[config.mk]
export PLATFORM = sky130hd
export DESIGN_NAME = scan_chain_target
export DESIGN_NICKNAME = d
export VERILOG_FILES = /design/src/rtl/scan_pkg.sv /design/src/rtl/scan_shift_reg.sv /design/src/rtl/scan_chain_target.sv
export SDC_FILE = /design/constraint.sdc
export NUM_CORES = 1
export LEC_CHECK = 0
export BUFFER_PORTS_ARGS = -buffer_cell sky130_fd_sc_hd__buf_2
export CAP_MARGIN = 40
export CORE_MARGIN = 4
export CORE_UTILIZATION = 50
export DETAILED_ROUTE_END_ITERATION = 6
export GPL_ROUTABILITY_DRIVEN = 0
export HOLD_SLACK_MARGIN = 0.02
export PLACE_DENSITY_LB_ADDON = 0.15
export SYNTH_ARGS = -nofsm -noshare
export SYNTH_HDL_FRONTEND = slang
export SYNTH_SLANG_ARGS = --single-unit
[constraint.sdc]
create_clock -name aclk -period 2.9 [get_ports aclk]
set_clock_uncertainty 0.15 [all_clocks]
set_input_delay 0.58 -clock aclk [delete_from_list [all_inputs] [get_ports aclk]]
set_output_delay 0.58 -clock aclk [all_outputs]
set_load 0.03 [all_outputs]
[src/rtl/scan_pkg.sv]
// Purpose : shared mode encodings and default sizes for the scan-chain target.
// Latency : n/a (definitions only).
// Backpressure: n/a.
package scan_pkg;

    typedef enum logic [1:0] {
        MODE_FUNC  = 2'd0,
        MODE_ENTRY = 2'd1,
        MODE_SCAN  = 2'd2,
        MODE_EXIT  = 2'd3
    } mode_e;

    localparam int DEF_CHAIN_LEN = 64;
    localparam int DEF_CNT_W     = 16;

endpackage

[src/rtl/scan_shift_reg.sv]
// Purpose : CHAIN_LEN-bit state register; serial shift toward bit 0 or +1 functional step.
// Latency : shift_in reaches chain MSB one cycle after shift_en; increment visible next cycle.
// Backpressure: none; shift_en has priority over inc_en (callers never assert both).
// Ports   : aclk/aresetn clock and async active-low reset; shift_en/shift_in serial load;
//           inc_en functional step; chain current register contents.
module scan_shift_reg #(
    parameter int CHAIN_LEN = 64
) (
    input  logic                 aclk,
    input  logic                 aresetn,
    input  logic                 shift_en,
    input  logic                 shift_in,
    input  logic                 inc_en,
    output logic [CHAIN_LEN-1:0] chain
);

    localparam logic [CHAIN_LEN-1:0] ONE = CHAIN_LEN'(1);

    always_ff @(posedge aclk or negedge aresetn) begin
        if (!aresetn) begin
            chain <= '0;
        end else if (shift_en) begin
            // LSB leaves first, new bit enters at the MSB.
            chain <= {shift_in, chain[CHAIN_LEN-1:1]};
        end else if (inc_en) begin
            chain <= chain + ONE;
        end
    end

endmodule

[src/rtl/scan_chain_target.sv]
// Purpose : device-side scan-chain endpoint: functional counter plus scan-shift mode with status flags.
// Latency : scan_input -> chain MSB 1 cycle; chain[1] -> scan_output 1 cycle per shift.
// Backpressure: none; every qualified strobe is accepted, illegal strobes only flag proto_err.
// Ports   : aclk, aresetn; scan_enable/scan_ck_enable/scan_input/scan_output serial scan interface;
//           func_en functional step; func_state, mode, shift_count, chain_wrap, proto_err, overrun
//           observation/status; status_clr clears sticky flags.
// Option  : SCAN_TARGET_PARITY_EN adds the parity output (running XOR of shifted-in bits).
module scan_chain_target
    import scan_pkg::*;
#(
    parameter int CHAIN_LEN = DEF_CHAIN_LEN,
    parameter int CNT_W     = DEF_CNT_W
) (
    input  logic                 aclk,
    input  logic                 aresetn,
    input  logic                 scan_enable,
    input  logic                 scan_ck_enable,
    input  logic                 scan_input,
    output logic                 scan_output,
    input  logic                 func_en,
    output logic [CHAIN_LEN-1:0] func_state,
    output logic [1:0]           mode,
    output logic [CNT_W-1:0]     shift_count,
    output logic                 chain_wrap,
    output logic                 proto_err,
    input  logic                 status_clr,
    output logic                 overrun
`ifdef SCAN_TARGET_PARITY_EN
    ,
    output logic                 parity
`endif
);

    localparam int              POS_W    = $clog2(CHAIN_LEN);
    localparam logic [POS_W-1:0] POS_LAST = POS_W'(CHAIN_LEN - 1);

    mode_e                 state;
    logic [CHAIN_LEN-1:0]  chain;
    logic [POS_W-1:0]      pos;        // shifts modulo CHAIN_LEN in this session
    logic                  full;       // CHAIN_LEN shifts already done this session

    logic                  in_entry;
    logic                  shift;
    logic                  func_step;
    logic                  proto_set;
    logic [CNT_W-1:0]      cnt_base;
    logic [POS_W-1:0]      pos_base;
    logic                  full_base;
    logic                  cnt_sat;
    logic                  pos_wrap;

    assign in_entry  = (state == MODE_ENTRY);
    assign shift     = scan_enable & scan_ck_enable & (in_entry | (state == MODE_SCAN));
    assign func_step = (state == MODE_FUNC) & ~scan_enable & func_en;
    assign proto_set = scan_ck_enable & ~scan_enable;

    // ENTRY restarts the session; a shift in the same cycle counts from zero.
    always_comb begin
        cnt_base  = in_entry ? '0   : shift_count;
        pos_base  = in_entry ? '0   : pos;
        full_base = in_entry ? 1'b0 : full;
        cnt_sat   = &cnt_base;
        pos_wrap  = shift & (pos_base == POS_LAST);
    end

    scan_shift_reg #(
        .CHAIN_LEN (CHAIN_LEN)
    ) u_shift_reg (
        .aclk     (aclk),
        .aresetn  (aresetn),
        .shift_en (shift),
        .shift_in (scan_input),
        .inc_en   (func_step),
        .chain    (chain)
    );

    assign func_state  = chain;
    assign scan_output = chain[0];
    assign mode        = state;

    // Mode sequencing: FUNC -> ENTRY -> SCAN -> EXIT -> FUNC, with re-entry from EXIT.
    always_ff @(posedge aclk or negedge aresetn) begin
        if (!aresetn) begin
            state <= MODE_FUNC;
        end else begin
            case (state)
                MODE_FUNC:  if (scan_enable) state <= MODE_ENTRY;
                MODE_ENTRY: state <= scan_enable ? MODE_SCAN : MODE_EXIT;
                MODE_SCAN:  if (!scan_enable) state <= MODE_EXIT;
                MODE_EXIT:  state <= scan_enable ? MODE_ENTRY : MODE_FUNC;
                default:    state <= MODE_FUNC;
            endcase
        end
    end

    // Session counters and status flags.
    always_ff @(posedge aclk or negedge aresetn) begin
        if (!aresetn) begin
            shift_count <= '0;
            pos         <= '0;
            full        <= 1'b0;
            chain_wrap  <= 1'b0;
            overrun     <= 1'b0;
            proto_err   <= 1'b0;
        end else begin
            shift_count <= (shift && !cnt_sat) ? cnt_base + CNT_W'(1) : cnt_base;
            pos         <= shift ? (pos_wrap ? '0 : pos_base + POS_W'(1)) : pos_base;
            full        <= full_base | pos_wrap;
            // A saturated counter no longer lands on multiples of CHAIN_LEN.
            chain_wrap  <= pos_wrap & ~cnt_sat;

            // Set events take priority over clears.
            if (shift && full_base)
                overrun <= 1'b1;
            else if (status_clr || in_entry)
                overrun <= 1'b0;

            if (proto_set)
                proto_err <= 1'b1;
            else if (status_clr)
                proto_err <= 1'b0;
        end
    end

`ifdef SCAN_TARGET_PARITY_EN
    always_ff @(posedge aclk or negedge aresetn) begin
        if (!aresetn)
            parity <= 1'b0;
        else
            parity <= (in_entry ? 1'b0 : parity) ^ (shift & scan_input);
    end
`endif

endmodule

Word-level counts from Yosys, hierarchy flattened
Index checks and enable logic that the tools add are counted.
{ "word_totals": {"in_bits": 7, "reg_bits": 92, "output_inout_bits": 86} }
{ "classes": {"mux": 17, "n_bitwise": 11, "n_eq_ne": 6, "add_sub_neg": 3, "reduce_logical": 10} }
{ "ops": {"columns": ["op", "count"], "rows": [
  ["$mux W64", 2],
  ["$add A64 B1 Y64 const B", 1],
  ["$mux W16", 2],
  ["$mux W6", 3],
  ["$add A16 B1 Y16 const B", 1],
  ["$reduce_and A16 Y1", 1],
  ["$pmux W2 S4", 1],
  ["$and A1 B1 Y1", 7],
  ["$mux W1", 7],
  ["$add A6 B1 Y6 const B", 1],
  ["$eq A6 B6 Y1 const B", 1],
  ["$reduce_bool A2 Y1", 3],
  ["$eq A2 B2 Y1 const B", 2],
  ["$mux W2", 2],
  ["$ne A2 B2 Y1 const B", 2],
  ["$eq A2 B1 Y1 const B", 1],
  ["$logic_and A1 B1 Y1", 2],
  ["$logic_not A2 Y1", 1],
  ["$not A1 Y1", 2],
  ["$or A1 B1 Y1", 2],
  ["$reduce_and A2 Y1", 1],
  ["$logic_not A1 Y1", 1],
  ["$logic_or A1 B1 Y1", 1]
]} }

Longest topological paths before layout
{ "depth": {"depth_word": 6, "depth_mapped": 10, "ltp_nobuf": 9} }

Modules after synthesis
A second synthesis with hierarchy kept.
{ "unflattened": {"cells_unflattened": 593, "hier_area_um2": 5306.3} }
{ "by_module_without_submodules": {"columns": ["module", "seq_area_each_um2", "n_inst", "area_per_inst_um2", "cells_each"], "rows": [
  ["scan_shift_reg", 1601.5, 1, 3747.3, 437],
  ["scan_chain_target", 700.7, 1, 1559.0, 156]
]} }

Worst setup path before layout
No wires, ideal clock.
{ "synth_path": {"path_type": "flip-flop to flip-flop", "from": "register state[1], in the netlist mode[1]", "to": "register shift_count[5]", "slack_ns": 0.269, "setup_ns": 0.132, "stages_incl_launch_ff": 11, "arrival_time_ns": 2.349, "period_less_slack_ns": 2.631, "path_cell_list": "dfrtp_1 inv_1 ha_1 clkbuf_1 nor2b_1 ha_1 nand3_1 o31a_1 and3_1 xnor2_1 nor2_1"} }
{ "synth_between": {"elab_chain_cells": 6, "word_cells_on_any_way": 10, "classes_between": "add/sub: 1; eq/ne: 2; mux: 2; bitwise: 2; reduce/logical: 3"} }
{ "synth_lines": {"columns": ["item", "line", "text"], "rows": [
  ["start: declaration", "scan_chain_target.sv:37", "mode_e state;"],
  ["start signal: assignment", "scan_chain_target.sv:88", "MODE_ENTRY: state <= scan_enable ? MODE_SCAN : MODE_EXIT;"],
  ["start signal: assignment", "scan_chain_target.sv:90", "MODE_EXIT: state <= scan_enable ? MODE_ENTRY : MODE_FUNC;"],
  ["parallel branches: the longest is 5 deep, another holds $add A16 B1 Y16", null, null],
  ["$mux W16 (*)", "scan_chain_target.sv:106", "shift_count <= (shift && !cnt_sat) ? cnt_base + CNT_W'(1) : cnt_base;"],
  ["end signal: assignment", "scan_chain_target.sv:106", null],
  ["end: declaration", "scan_chain_target.sv:23", "output logic [CNT_W-1:0] shift_count,"]
]} }
Every way passes the cells marked *.
A chain may end at the register's enable or synchronous reset.

Final worst setup path
{ "layout_path": {"from": "register state[0], in the netlist mode[0]", "to": "register shift_count[13]"} }
The elaborated chain is that of the path after synthesis.

==> impl_metrics.yaml <==
clocking:
  htreeDepth: 3
  clkTransAtPathRegs_ns: 0.09
  hold_buffers: 0
  cts_sinks: 92
  cts_buffers: 9
  clk_root_buffer_cell: "clkbuf_8"
  cts_resized: 0
  cts_setup_buffers: 0
  cts_tree: "done"
  cts_max_path_buffers: 2
  clock_latency_ns: 0.37
final_layout:
  stdcell_area_um2: 6420
  area_delta_synth_final_pct: 16.4
  drive_above_1_share_pct: 20.4
  n_antenna_cell: 0
  final_nets: 730
drt:
  antenna_left: 0
  drtIter0Drc: 608
  num_vias: 5449
  via_per_inst: 6.34
  dr.pass1.iters: 7
  avgRoutedWirePerCell_um: 18.5
  drt_wl_total_um: 15900
  drc: 0
sta:
  finalHoldWorstSlack_ns: 0.0223
  tightest_slew_ns: 0.615
  fin_crit_ns: 2.59
  slew_violations: 0
  fmax_mhz: 386
  fin_ws_ns: 0.311
  fin_crit_sh_pct: 89.3
  setup_viol: 0
  setup_tns_ns: 0
  relSlewSlack_pct: 58.6
  hold_violations: 0
  rsz0062_at_grt: "false"
worst_setup_path:
  r2r-end: "shift_count[13]"
  setup.worst_path.end: "shift_count[13]"
  cp.arrival_ns: 2.74
  r2r_start: "mode[0]"
  crit_required_ns: 3.05
  cp_max_fo: 22
  worstRegToRegCells: 8
  rrSetupSlack_ns: 0.31
  startpoint: "mode[0]"
  crit_path_end_kind: "flop"
  crit_path_start_kind: "flop"
  path_class: "reg2reg"
synthesis:
  synth.avg_cell_area_um2: 8.82
  syn_nets: 640
  yosys_warnings: 0
  synthMuxAreaShare_pct: 0.930
  synth-xor-area-share_pct: 3.65
  synth_compound_area_share_pct: 18.7
  synthSimpleGateAreaFrac_pct: 29.5
  synth_edf_count: 0
  syn_area_um2: 5520
  yosysUniqueCellTypes: 62
  synth_top_family_by_area: "simple AND/OR/NAND/NOR gates"
  synth_cells: 625
  ys_seq_area_share_pct: 41.7
  synth-async-reset-ratio_pct: 100
  ys_seq_elements: 92
  synth_fa_ha_area_share_pct: 1.81
  synth_flop_cell: "dfrtp_1"
die:
  io-pin-count: 93
  design.core.area_um2: 10800
  start_util_pct: 50.9
  die_h_um: 113
  rows: 38
  die_x_um: 113
  die_area_um2: 12800
grt:
  grt_use_total_pct: 25.7
  grt_max_degree: 56
  global_route.overflow_total: 0
  grt_pass1_vias: 5303
  antenna_found_initial: 0
  grt_pass1_wl_um: 26900
outcome:
  status: "completed"
placement:
  placed_area_um2: 6220
  portBuffers: 92
  place_ws_ns: 0.376
  dp_hpwl_um: 10900
job:
  cap_violations: 0
pwr:
  vdd_ir_drop_max_uv: 530
  p_leak_nw: 2.96
  power_density_nw_per_um2: 645
  totalPowerFinal_mw: 4.14
worst_hold_path:
  hp-class: "in2async"
-- where the power goes --
group	switching [mW]	total (mW)	internal (mW)
registers	0.262	1.71	1.45
logic	1.03	1.51	0.481
clock network	0.472	0.916	0.444
total	1.76	4.14	2.38
-- Yosys cell counts (all sizes together) (11+ instances only) --
library cell | number | area (µm²)
a21oi | 14 | 70.1
a221o | 14 | 140
a22oi | 12 | 90.1
and2 | 12 | 76.3
and3 | 20 | 125
clkbuf | 26 | 97.6
dfrtp | 92 | 2300
inv | 12 | 45.0
nand2 | 84 | 315
nand3 | 42 | 215
nand4 | 33 | 228
nor2 | 44 | 165
nor3 | 11 | 55.1
o211ai | 17 | 128
o21ai | 42 | 210
o311ai | 22 | 193
xnor2 | 11 | 96.3
xor2 | 12 | 105
-- kinds of logic (layout without fill, tap and decap cells) --
logic type | after synthesis | in the layout
compound gates | 147 | 147
xor+xnor | 23 | 23
fa+ha+maj | 8 | 8
buf+inv | 48 | 143
flops | 92 | 92
mux | 5 | 5
simple gates | 302 | 302
-- cell usage in the layout, fill, tap and decap left out, types with 12 or more instances in the layout --
cell type,instances
xor2_1,12
nor2_1,43
a22oi_1,12
dfrtp_1,92
nand3_1,41
nand4_1,31
a221o_1,14
buf_2,91
nand2_1,83
inv_1,12
a21oi_1,14
o21ai_0,38
and3_1,19
o311ai_0,22
o211ai_1,17
buf_4,20
-- layout make-up --
class                      instances  area [µm²]
clock buffer                      12         155
tap                              140         175
inverter                          12        45.0
clock inverter                     4        47.5
sequential                        92        2300
timing repair buffer             115         681
fill                             958        4420
multi-input combinational        485        3020
-- through the flow --
step           instances  util (%)
6_report             860      59.2
5_1_grt              860      59.2
4_1_cts              860      59.2
3_5_place_dp         844      57.4
3_3_place_gp         843      57.2
2_1_floorplan        625         -
-- critical path, cell delays in order, from the launching register on --
cell	delay, ns
dfrtp_1	0.42
inv_1	0.12
ha_1	0.33
and3_2	0.21
buf_4	0.27
and4_1	0.28
o211ai_1	0.21
or3_1	0.37
a21oi_1	0.15
-- state kept, by name, summed over array words and instances, names as in the netlist --
name / flops
pos: 6
u_shift_reg.chain: 64
shift_count: 16
proto_err: 1
mode: 2
overrun: 1
chain_wrap: 1
full: 1
-- how the worst min path moves through the flow --
| stage | endpoint | slack (ns) | startpoint | cells past startpoint |
|---|---|---|---|---|
| final | shift_count[13] | 0.02 | aresetn | 1 |
| after global routing | shift_count[13] | 0.05 | aresetn | 1 |
| after global placement | overrun | 0.35 | full | 2 |
| after CTS | shift_count[13] | 0.03 | aresetn | 1 |
| after detailed placement | pos[4] | 0.37 | pos[4] | 2 |
| after floorplan | chain_wrap | 0.13 | aresetn | 0 |
-- routing by layer --
metal,share of wire [%],GRT usage (%),vias to the layer above
met1,46,36.4,2689
li1,-,-,2533
met4,2.3,11.2,0
met3,5.2,3.37,27
met5,0,0,-
met2,46,39.7,200
No activity file was read; power rests on OpenSTA's default activity.
